===== src/rtl/seq_serializer.sv =====
// Parallel-to-serial front end: one accepted WIDTH-bit word is shifted out on xout, one bit per clock, then GAP idle cycles.
// Latency: first bit on xout right after the accept edge. Backpressure: din_ready only in IDLE; define SEQ_SER_PARITY_EN for a trailing even-parity bit.
module seq_serializer #(
    parameter int   WIDTH    = 8,
    parameter int   GAP      = 0,
    parameter logic IDLE_BIT = 1'b1
) (
    input  logic             clk,
    input  logic             reset,
    input  logic [WIDTH-1:0] din,
    input  logic             din_valid,
    output logic             din_ready,
    input  logic             lsb_first,
    output logic             xout,
    output logic             xout_valid,
    output logic             word_done,
    output logic             busy
);

    localparam int             CW       = (WIDTH > 1) ? $clog2(WIDTH) : 1;
    localparam logic [CW-1:0]  LAST_IDX = CW'(WIDTH - 1);
    localparam logic [CW-1:0]  CNT_ONE  = CW'(1);
    localparam logic [7:0]     GAP_LOAD = (GAP > 0) ? 8'(GAP - 1) : 8'd0;
    localparam bit             HAS_GAP  = (GAP > 0);

    typedef enum logic [1:0] {
        S_IDLE   = 2'd0,
        S_SHIFT  = 2'd1,
        S_GAP    = 2'd2
`ifdef SEQ_SER_PARITY_EN
        ,S_PARITY = 2'd3
`endif
    } state_t;

    state_t           state;
    logic [WIDTH-1:0] shreg;
    logic             lsb_q;
    logic [CW-1:0]    bit_cnt;
    logic [7:0]       gap_cnt;
`ifdef SEQ_SER_PARITY_EN
    logic             parity_q;
`endif

    assign din_ready = reset && (state == S_IDLE);
    assign busy      = (state != S_IDLE);

    always_ff @(posedge clk or negedge reset) begin
        if (!reset) begin
            state      <= S_IDLE;
            shreg      <= '0;
            lsb_q      <= 1'b0;
            bit_cnt    <= '0;
            gap_cnt    <= '0;
            xout       <= IDLE_BIT;
            xout_valid <= 1'b0;
            word_done  <= 1'b0;
`ifdef SEQ_SER_PARITY_EN
            parity_q   <= 1'b0;
`endif
        end else begin
            word_done <= 1'b0;
            case (state)
                S_IDLE: begin
                    if (din_valid) begin
                        // The first bit goes out on the accept edge itself.
                        shreg      <= din;
                        lsb_q      <= lsb_first;
                        bit_cnt    <= LAST_IDX;
                        xout       <= lsb_first ? din[0] : din[WIDTH-1];
                        xout_valid <= 1'b1;
`ifdef SEQ_SER_PARITY_EN
                        parity_q   <= ^din;
`endif
                        state      <= S_SHIFT;
                    end
                end
                S_SHIFT: begin
                    if (bit_cnt != '0) begin
                        shreg   <= lsb_q ? (shreg >> 1) : (shreg << 1);
                        xout    <= lsb_q ? shreg[1] : shreg[WIDTH-2];
                        bit_cnt <= bit_cnt - CNT_ONE;
`ifdef SEQ_SER_PARITY_EN
                        word_done <= 1'b0;
`else
                        word_done <= (bit_cnt == CNT_ONE);
`endif
                    end else begin
`ifdef SEQ_SER_PARITY_EN
                        xout       <= parity_q;
                        xout_valid <= 1'b1;
                        word_done  <= 1'b1;
                        state      <= S_PARITY;
`else
                        xout       <= IDLE_BIT;
                        xout_valid <= 1'b0;
                        if (HAS_GAP) begin
                            gap_cnt <= GAP_LOAD;
                            state   <= S_GAP;
                        end else begin
                            state   <= S_IDLE;
                        end
`endif
                    end
                end
`ifdef SEQ_SER_PARITY_EN
                S_PARITY: begin
                    xout       <= IDLE_BIT;
                    xout_valid <= 1'b0;
                    if (HAS_GAP) begin
                        gap_cnt <= GAP_LOAD;
                        state   <= S_GAP;
                    end else begin
                        state   <= S_IDLE;
                    end
                end
`endif
                S_GAP: begin
                    xout       <= IDLE_BIT;
                    xout_valid <= 1'b0;
                    if (gap_cnt == 8'd0) begin
                        state <= S_IDLE;
                    end else begin
                        gap_cnt <= gap_cnt - 8'd1;
                    end
                end
                default: begin
                    state      <= S_IDLE;
                    xout       <= IDLE_BIT;
                    xout_valid <= 1'b0;
                end
            endcase
        end
    end

endmodule


===== config.mk =====
export PLATFORM = sky130hd
export DESIGN_NAME = seq_serializer
export DESIGN_NICKNAME = d
export VERILOG_FILES = /design/src/rtl/seq_serializer.sv
export SDC_FILE = /design/constraint.sdc
export NUM_CORES = 1
export LEC_CHECK = 0
export ABC_AREA = 1
export CAP_MARGIN = 10
export CELL_PAD_IN_SITES_DETAIL_PLACEMENT = 1
export CELL_PAD_IN_SITES_GLOBAL_PLACEMENT = 1
export CORE_UTILIZATION = 36
export DETAILED_ROUTE_END_ITERATION = 10
export GPL_TIMING_DRIVEN = 0
export HOLD_SLACK_MARGIN = 0.02
export MAX_ROUTING_LAYER = met4
export PLACE_DENSITY = 0.87
export SLEW_MARGIN = 0
export SYNTH_ARGS = -nofsm -noshare
export SYNTH_HDL_FRONTEND = slang
export SYNTH_SLANG_ARGS = --single-unit

===== constraint.sdc =====
create_clock -name clk -period 1.3 [get_ports clk]
set_input_delay 0.13 -clock clk [delete_from_list [all_inputs] [get_ports clk]]
set_output_delay 0.13 -clock clk [all_outputs]
set_load 0.005 [all_outputs]

# Word-level counts from Yosys, hierarchy flattened
# Cells that the tools add are included.
# classes
n_addsub	2
n_eq_ne	7
n_mux	21
n_bitwise	1
reduce_logical	11
# op_table
cell	n
2-to-1 mux 8 bit	3
one-hot mux 8 bit (2 select lines)	1
logical NOT 8 bit	1
2-to-1 mux 1 bit	8
!= test 2 bit (second input constant)	4
subtractor 8 x 1 -> 8 bit (second input constant)	1
2-to-1 mux 2 bit	3
2-to-1 mux 3 bit	2
one-hot mux 2 bit (3 select lines)	1
one-hot mux 3 bit (2 select lines)	1
AND reduction 2 bit	3
AND reduction 3 bit	2
one-hot mux 1 bit (2 select lines)	2
nonzero test 2 bit	2
equality test 3 x 1 -> 1 bit (second input constant)	1
nonzero test 3 bit	1
subtractor 3 x 1 -> 3 bit (second input constant)	1
equality test 2 x 1 -> 1 bit (second input constant)	1
equality test 2 bit (second input constant)	1
logical NOT 2 bit	1
logical AND 1 bit	1
NOT 1 bit	1
# word_totals
regBits	25
output_inout_bits	5

# Logic depth before layout (Yosys ltp)
# Gate-level depths: netlist of the first run.
# logic_depth
word_depth	3
depth_mapped	8
depth_no_buf	7

# Worst setup path after synthesis of the first run
# Ideal clock, no wire load.
# synth_path
path_kind	register -> register
startpoint	register bit_cnt[0]
endpoint	register shreg[0]
setup_time_ps	117
t_arrival_ps	1084
required_time_ps	1183
path_slack_ps	98
path_stages_with_launch	9
path_buffers	1
synth_period_minus_slack_ps	1202
cell_sequence	dfrtp_1 -> inv_1 -> ha_1 -> nand2_2 -> nand2_1 -> nand2_2 -> buf_6 -> nand2_1 -> o21ai_2
# synth_between
elab_chain_cells	3
# synth_lines
item	line_no	source
from (decl)	38	logic [CW-1:0] bit_cnt;
from (signal assigned)	81	bit_cnt <= bit_cnt - CNT_ONE;
nonzero test 3 bit	78	if (bit_cnt != '0) begin
!= test 2 bit (no line)	--	
AND reduction 3 bit (no line)	--	
to (signal assigned)	66	shreg <= din;
to (signal assigned)	79	shreg <= lsb_q ? (shreg >> 1) : (shreg << 1);
to (decl)	36	logic [WIDTH-1:0] shreg;
# Every way passes these cells.
# A chain may end at the register's enable or synchronous reset.

==> results of run 1 <==
## how the worst max path moves through the flow
stage	endpoint	slack (ps)	cells after the start
floorplan	shreg[0]$_DFFE_PN0P_	100	8
global placement	din_ready	-640	4
detailed placement	din_ready	-640	4
CTS	shreg[7]$_DFFE_PN0P_	2	8
global route	shreg[2]$_DFFE_PN0P_	-2	8
finish	shreg[7]$_DFFE_PN0P_	50	7
## critical path, stage by stage (launching register included)
cell     delay (ps)
dfrtp_1         400
buf_6           120
buf_4           130
inv_2           100
nand2_4          80
buf_6           150
nand3_1          80
nand2_1          70
## sequential cells by signal, indices dropped and copies added, names as in the netlist
register and flops:
shreg 8, bit_cnt 3, lsb_q 1, word_done 1, xout 1, xout_valid 1
## report_power, final
part,switching (mW),internal (mW)
sequential,0.132,0.705
clock,0.158,0.119
combinational,1.04,0.803
total,1.33,1.63
## area by class of cell
| cell class | instances | share of cell area |
|---|---|---|
| flip-flops and latches | 15 | 0.308 |
| clock buffers | 4 | 0.0215 |
| repair buffers | 24 | 0.181 |
| multi-input cells | 88 | 0.359 |
| inverters | 18 | 0.0553 |
| plain buffers | 6 | 0.0461 |
| well taps | 28 | 0.0287 |
## layout by cell type, fill, tap and decap left out, drive strengths merged
cell type,synthesis,final
buf,7,13
clkdlybuf4s15,0,1
dlygate4sd3,0,2
dlygate4sd2,0,2
clkbuf,0,5
nor2,3,3
ha,3,3
nand3,18,18
inv,18,18
nand2,55,55
clkdlybuf4s50,0,11
o211ai,1,1
o21ai,6,6
a21oi,2,2
dfstp,1,1
dfrtp,14,14
## cells by family (layout without fill, tap and decap cells)
logic type,count (synthesis),in the layout,synth area share
fa+ha+maj,3,3,0.0410
compound gates,9,9,0.0657
buf+inv,25,52,0.137
flops,15,15,0.412
simple gates,76,76,0.345
## per-stage QoR
| step | worst slack [ps] | cell area [µm²] | util |
|---|---|---|---|
| after floorplan | 98.3 | 915 | - |
| after CTS | 1.53 | 1190 | 0.519 |
| after detailed placement | -636 | 1110 | 0.483 |
| after global placement | -636 | 1110 | 0.483 |
| final | 47.2 | 1220 | 0.532 |
| after global routing | -1.77 | 1220 | 0.532 |
## metal layers
metal	wire length, µm	global-route usage	up-vias
li1	-	-	447
met1	1080	0.245	446
met2	1270	0.407	22
met3	95	0.0464	7
met4	46	0.0789	0
met5	0	-	-
## timing repair
action,CTS,global route
cloned,0,1
resized for setup,16,10
setup endpoints to repair,13,13
hold endpoints to repair,14,0
hold buffers,2,0
setup buffers,4,1
pin swaps,1,0
==> reports/metrics.cfg, run 1 <==
[setup_path]
cp-end-kind=register
worstSetupPathType=reg2reg
r2r_start=xout_valid$_DFFE_PN0P_
rr_worst_depth=7
required_ps=1480
crit_path_max_fanout=10
r2r-end=shreg[7]$_DFFE_PN0P_
cp-start-kind=register
regToRegSetupSlack_ps=50
crit_path_start=xout_valid$_DFFE_PN0P_
worstPathArrival_ps=1430

[sta]
skew_ps=2.71
fin_crit_sh=0.964
rsz0062_at_grt=yes
max_freq_ghz=0.798
relSlewSlack=0.549
hold_viol=0
drv_slew=0
fin_hold_ws_ps=449
post-route-min-period_ps=1250
tns_ps=0
setup_viol=0
worst_pin_slew_ps=675

[floorplan]
core-area_um2=2300
dieArea_um2=2750
rows=17
die_w_um=52.4
floorplan.initialDensity=0.398
die_h_um=52.4
pin_count=17

[clock_tree]
cts.htree.levels=1
cts_buffers=3
cts.clk_slew.worst_paths_ps=90
cts_tree=built
clock-root-buffer=clkbuf_4
clock_path_buffers=2
cts.sinks=15
clk_latency_ps=290

[synthesis]
async_flop_share=1.00
avgSynthCellArea_um2=7.15
yosysMostFrequentCell=nand2_1
ys.flop_type=dfrtp_1
ys_ff_latch=15
synthTopCellsByArea=dfrtp_1 (38%), nand2_1 (21%), nand3_1 (9.8%)
synth_area_um2=915
synth-edff-count=0
ys.warnings.count=0
netlist_instances=128
synth_top_area_share=0.383
syn_nets=143
synth_top_area_cell=dfrtp_1
synth.distinct_cells=18
synthTopCellsByCount=nand2_1 (52), nand3_1 (18), inv_1 (15), dfrtp_1 (14)
ys_seq_area_frac=0.412

[routing]
vias_per_cell=5.04
drtAntennaViolNets=0
wirelength_mm=2.49
first_iter_violations=11
drc_errors=0
drtPass1Iterations=4
num_vias=922
wl_per_cell_um=13.6

[cells_and_area]
register_area_um2=377
drive_gt1_frac=0.206
multi_input_comb_area_um2=438
stdcell_count=183
antenna_cells=0
area_growth_pct=33.5
fillers=312
fin_nets=171

[placement]
numPortBuffers=16
placed_cells=172
gp_congestion=0.817
dp_hpwl_mm=1.71

[power]
leakage_nw=0.657
p_per_area_nw_per_um2=2420
power_mw=2.95
vdd_ir_drop_max_mv=1.05

[worst_hold_path]
hold_path_class=in2async

[grt]
antenna_found_initial=0
grt_max_degree=15
grt_usage=0.227
grt_pass1_vias=984
overflow=0
grt_pass1_wl_mm=4.36

[status]
status=complete, no violations

[run]
maxCapViolCount=0

Power figures use the tool's default switching activity.
==> inputs of run 2 (changes only) <==
--- a/config.mk
+++ b/config.mk
@@ -9,6 +9,7 @@
 export CAP_MARGIN = 10
 export CELL_PAD_IN_SITES_DETAIL_PLACEMENT = 1
 export CELL_PAD_IN_SITES_GLOBAL_PLACEMENT = 1
+export CORE_ASPECT_RATIO = 0.8
 export CORE_UTILIZATION = 36
 export DETAILED_ROUTE_END_ITERATION = 10
 export GPL_TIMING_DRIVEN = 0
==> reports/metrics.cfg, run 2 (synthesized netlist as in run 1, its figures left out) <==
[sta]
relSlewSlack=0.536  ; was 0.549
worst_pin_slew_ps=694  ; was 675 ps
tns_ps=0  ; unchanged
fin_crit_sh=0.961  ; was 0.964
fin_hold_ws_ps=444  ; was 449 ps
setup_ws_ps=51.3  ; was 47.2 ps
hold_viol=0  ; unchanged
drv_slew=0  ; unchanged
post-route-min-period_ps=1250  ; about the same
skew_ps=3.52  ; was 2.71 ps
setup_viol=0  ; unchanged
max_freq_ghz=0.801  ; was 0.798 GHz

[routing]
wirelength_mm=2.47  ; was 2.49 mm
num_vias=887  ; was 922
drc_errors=0  ; unchanged
drtAntennaViolNets=0  ; unchanged
first_iter_violations=12  ; was 11
drtPass1Iterations=4  ; unchanged
wl_per_cell_um=13.3  ; was 13.6 µm
vias_per_cell=4.77  ; was 5.04

[placement]
gp_congestion=0.814  ; was 0.817
pre_cts_slack_ps=-676  ; was -636 ps
placed_cells=178  ; was 172
dpl_cell_area_um2=1120  ; was 1110 µm²
dp_hpwl_mm=1.62  ; was 1.71 mm
numPortBuffers=16  ; unchanged

[power]
p_per_area_nw_per_um2=2380  ; was 2420 nW/µm²
power_mw=2.83  ; was 2.95 mW
leakage_nw=0.632  ; was 0.657 nW
vdd_ir_drop_max_mv=0.790  ; was 1.05 mV

[cells_and_area]
register_area_um2=377  ; unchanged
multi_input_comb_area_um2=425  ; was 438 µm²
top_register=shreg  ; unchanged
fin_util=0.523  ; was 0.532
stdcell_count=186  ; was 183
area_growth_pct=30.0  ; was 33.5%
fillers=303  ; was 312
antenna_cells=0  ; unchanged
drive_gt1_frac=0.184  ; was 0.206
fin_nets=168  ; was 171
top_regs=shreg x8, bit_cnt x3  ; unchanged
largest_register_ffs=8  ; unchanged
final_cell_area_um2=1190  ; was 1220 µm²
final_common_cell=nand2_1  ; unchanged
final_cell_mix=nand2_1 (52), nand3_1 (18), dfrtp_1 (14), inv_1 (13), clkdlybuf4s50_1 (11)  ; was nand2_1 (51), nand3_1 (18), dfrtp_1 (14), inv_1 (13), clkdlybuf4s50_1 (11)

[clock_tree]
clock-root-buffer=clkbuf_4  ; unchanged
cts.htree.levels=1  ; unchanged
cts.sinks=15  ; unchanged
clk_latency_ps=300  ; was 290 ps
clock_path_buffers=2  ; unchanged
cts.clk_slew.worst_paths_ps=100  ; was 90 ps
cts_buffers=3  ; unchanged
cts_tree=built  ; unchanged

[floorplan]
core-area_um2=2270  ; was 2300 µm²
dieArea_um2=2750  ; about the same
die_w_um=58.4  ; was 52.4 µm
pin_count=17  ; unchanged
rows=15  ; was 17
floorplan.initialDensity=0.403  ; was 0.398
die_h_um=47.1  ; was 52.4 µm

[grt]
antenna_found_initial=0  ; unchanged
grt_pass1_wl_mm=4.02  ; was 4.36 mm
grt_pass1_vias=853  ; was 984
use_met1=0.252  ; was 0.245
overflow=0  ; unchanged
grt_max_degree=15  ; unchanged
met3_usage=0.0689  ; was 0.0464
met2_usage=0.347  ; was 0.407
grt_usage=0.216  ; was 0.227
grt.busiest_layer=met2  ; unchanged

[setup_path]
crit_path_max_fanout=1  ; was 10
cp-start-kind=register  ; unchanged
slowest_stage=clkdlybuf4s50_1  ; was dfrtp_1
required_ps=1170  ; was 1480 ps
worstSetupPathType=reg2out  ; was reg2reg
cp_num_buf_inv=1  ; was 4
cp-end-kind=primary output  ; was register
crit_family=buffers and inverters  ; unchanged
path_cells=clkdlybuf4s50_1  ; was buf_6 > buf_4 > inv_2 > nand2_4 > buf_6 > nand3_1 > nand2_1
slowest_delay_ps=490  ; was 400 ps
worstPathArrival_ps=1120  ; was 1430 ps

[status]
status=complete, no violations  ; unchanged

[run]
maxCapViolCount=0  ; unchanged

[worst_hold_path]
hold_path_class=in2reg  ; was in2async

-- run 2: cell count changes in the layout (fill, tap and decap cells not counted) --
cell	previous run	this run
buf_6	5	3
nand2_4	2	0
clkbuf_2	1	0
nand2_1	51	52
nand2_2	2	3
-- run 2: layout make-up --
cell class,instances,share of cell area
buffer,6,0.0442
inverter,18,0.0568
sequential,15,0.317
timing repair buffer,21,0.166
tap,34,0.0358
clock buffer,4,0.0221
multi-input combinational,88,0.358
-- run 2: what timing repair did --
action / 4_1_cts / 5_1_grt
cloned: 0 / 0
hold endpoints to repair: 14 / 0
endpoints found under the setup margin: 13 / 10
hold buffers: 2 / 0
gates resized for setup: 15 / 2
setup buffers: 2 / 1
-- run 2: path summary, 6_finish.rpt --
kind	start	end	slack, ps	depth (start not counted)
worst min register to register	xout$_DFFE_PN1P_	xout$_DFFE_PN1P_	490	2
max in group asynchronous	reset	shreg[4]$_DFFE_PN0P_	320	2
worst max-delay path	word_done$_DFF_PN0_	word_done	50	1
min in group asynchronous	reset	xout$_DFFE_PN1P_	510	2
worst min-delay path	din[4]	shreg[4]$_DFFE_PN0P_	440	5
worst max register to register	bit_cnt[0]$_DFFE_PN0P_	shreg[0]$_DFFE_PN0P_	60	8
-- run 2: report_power, final --
group	switching [mW]	internal, mW	leakage [nW]
registers	0.131	0.705	0.182
clock network	0.171	0.120	0.0150
logic	0.982	0.720	0.436
total	1.28	1.55	0.632
-- run 2: layer usage --
metal / part of all wire / up-vias / wire, µm
met2: 0.46 / 22 / 1130
met4: 0.025 / 0 / 63
met5: 0 / - / 0
li1: - / 435 / -
met1: 0.46 / 424 / 1140
met3: 0.055 / 6 / 137
==> inputs of run 3 (changes only) <==
--- a/config.mk
+++ b/config.mk
@@ -12,11 +12,10 @@
 export CORE_ASPECT_RATIO = 0.8
 export CORE_UTILIZATION = 36
 export DETAILED_ROUTE_END_ITERATION = 10
-export GPL_TIMING_DRIVEN = 0
-export HOLD_SLACK_MARGIN = 0.02
 export MAX_ROUTING_LAYER = met4
 export PLACE_DENSITY = 0.87
 export SLEW_MARGIN = 0
 export SYNTH_ARGS = -nofsm -noshare
 export SYNTH_HDL_FRONTEND = slang
 export SYNTH_SLANG_ARGS = --single-unit
+export TNS_END_PERCENT = 1
==> reports/metrics.cfg, run 3 (synthesized netlist as in run 1, its figures left out) <==
[sta]
fin_hold_ws_ps=201  ; was 444 ps
worst_pin_slew_ps=340  ; was 694 ps
setup_viol=1  ; was 0
hold_viol=0  ; unchanged
skew_ps=5.75  ; was 3.52 ps
rsz0062_at_grt=yes
drv_slew=0  ; unchanged
setup_ws_ps=-3.56  ; was 51.3 ps
max_freq_ghz=0.767  ; was 0.801 GHz
fin_crit_sh=1.00  ; was 0.961
relSlewSlack=0.774  ; was 0.536
post-route-min-period_ps=1300  ; was 1250 ps

[worst_hold_path]
hold_path_class=in2async  ; was in2reg

[grt]
grt_pass1_vias=857  ; was 853
grt_usage=0.203  ; was 0.216
grt_max_degree=16  ; was 15
overflow=0  ; unchanged
grt_pass1_wl_mm=3.84  ; was 4.02 mm
antenna_found_initial=0  ; unchanged

[cells_and_area]
fin_nets=171  ; was 168
stdcell_count=189  ; was 186
drive_gt1_frac=0.194  ; was 0.184
register_area_um2=378  ; was 377 µm²
multi_input_comb_area_um2=452  ; was 425 µm²
fin_util=0.544  ; was 0.523
final_common_cell=nand2_1  ; unchanged
area_growth_pct=35.2  ; was 30.0%
top_regs=shreg x8, bit_cnt x3  ; unchanged
top_register=shreg  ; unchanged
final_cell_mix=nand2_1 (51), nand3_1 (18), inv_1 (15), dfrtp_1 (13), buf_4 (13)  ; was nand2_1 (52), nand3_1 (18), dfrtp_1 (14), inv_1 (13), clkdlybuf4s50_1 (11)
largest_register_ffs=8  ; unchanged
antenna_cells=0  ; unchanged
fillers=292  ; was 303

[placement]
dp_hpwl_mm=1.78  ; was 1.62 mm
placed_cells=181  ; was 178
gp_congestion=0.807  ; was 0.814
pre_cts_slack_ps=-87.6  ; was -676 ps
numPortBuffers=16  ; unchanged

[clock_tree]
cts.htree.levels=1  ; unchanged
cts.sinks=15  ; unchanged
cts.clk_slew.worst_paths_ps=90  ; was 100 ps
cts_buffers=3  ; unchanged
clock-root-buffer=clkbuf_4  ; unchanged
cts_tree=built  ; unchanged
clk_latency_ps=290  ; was 300 ps
clock_path_buffers=2  ; unchanged

[routing]
vias_per_cell=4.79  ; was 4.77
drtPass1Iterations=4  ; unchanged
wirelength_mm=2.54  ; was 2.47 mm
first_iter_violations=15  ; was 12
drc_errors=0  ; unchanged
drtAntennaViolNets=0  ; unchanged
wl_per_cell_um=13.4  ; was 13.3 µm
num_vias=906  ; was 887

[setup_path]
cp-start-kind=register  ; unchanged
worstPathArrival_ps=1480  ; was 1120 ps
cp-end-kind=register  ; was primary output
crit_path_max_fanout=5  ; was 1
required_ps=1480  ; was 1170 ps
worstSetupPathType=reg2reg  ; was reg2out

[status]
status=finished, violations left  ; was complete, no violations
violations=setup timing

[power]
power_mw=3.00  ; was 2.83 mW
vdd_ir_drop_max_mv=0.823  ; was 0.790 mV
p_per_area_nw_per_um2=2430  ; was 2380 nW/µm²
leakage_nw=0.658  ; was 0.632 nW

[floorplan]
pin_count=17  ; unchanged
rows=15  ; unchanged
floorplan.initialDensity=0.403  ; unchanged
die_h_um=47.1  ; unchanged
die_w_um=58.4  ; unchanged
core-area_um2=2270  ; unchanged
dieArea_um2=2750  ; unchanged

[run]
maxCapViolCount=0  ; unchanged

run 3: layout make-up:
class | instances | area share
Clock buffer | 4 | 0.0213
Inverter | 18 | 0.0567
Multi-Input combinational cell | 88 | 0.365
Tap cell | 34 | 0.0344
Timing Repair Buffer | 30 | 0.217
Sequential cell | 15 | 0.306
run 3: per-layer routing:
| metal | track usage | vias to the layer above | wire [µm] |
|---|---|---|---|
| met4 | 0.0429 | 0 | 37 |
| met3 | 0.0579 | 4 | 95 |
| met1 | 0.235 | 438 | 1150 |
| met2 | 0.359 | 20 | 1250 |
| li1 | - | 444 | - |
| met5 | - | - | 0 |
run 3: path summary, 6_finish.rpt:
path                                        start                      to  slack [ps]  depth (start not counted)
hold reg to reg                  xout$_DFFE_PN1P_        xout$_DFFE_PN1P_         470                          2
hold / removal                              reset  bit_cnt[0]$_DFFE_PN0P_         200                          2
setup / recovery           xout_valid$_DFFE_PN0P_    shreg[7]$_DFFE_PN0P_          -4                          7
min in group clk                        lsb_first       lsb_q$_DFFE_PN0P_         450                          3
setup reg to reg           xout_valid$_DFFE_PN0P_    shreg[7]$_DFFE_PN0P_          -4                          7
max in group asynchronous                   reset        xout$_DFFE_PN1P_         850                          2
run 3: repair_timing:
item	4_1_cts	5_1_grt
pin swaps	0	1
gates cloned	0	0
setup buffers	3	1
hold buffers	0	0
resized for setup	8	7
endpoints found under the setup margin	14	12
run 3: metrics by stage:
stage	setup TNS [ps]	instance area, µm²
after floorplan	0	915
after global placement	-87.1	1130
after detailed placement	-200	1130
after CTS	0	1190
after global routing	-183	1240
final	-3.56	1240
run 3: worst max-delay path: stages, from the launching register on:
cell and delay (ps):
dfrtp_2 430, buf_4 140, buf_4 150, inv_4 70, nand2_4 80, buf_4 170, nand3_1 90, nand2_1 70
run 3: power breakdown:
| group | total [mW] | switching, mW | internal, mW | leakage, nW |
|---|---|---|---|---|
| combinational | 1.86 | 1.05 | 0.807 | 0.462 |
| sequential | 0.869 | 0.162 | 0.707 | 0.181 |
| clock | 0.273 | 0.153 | 0.119 | 0.0150 |
| total | 3.00 | 1.36 | 1.63 | 0.658 |
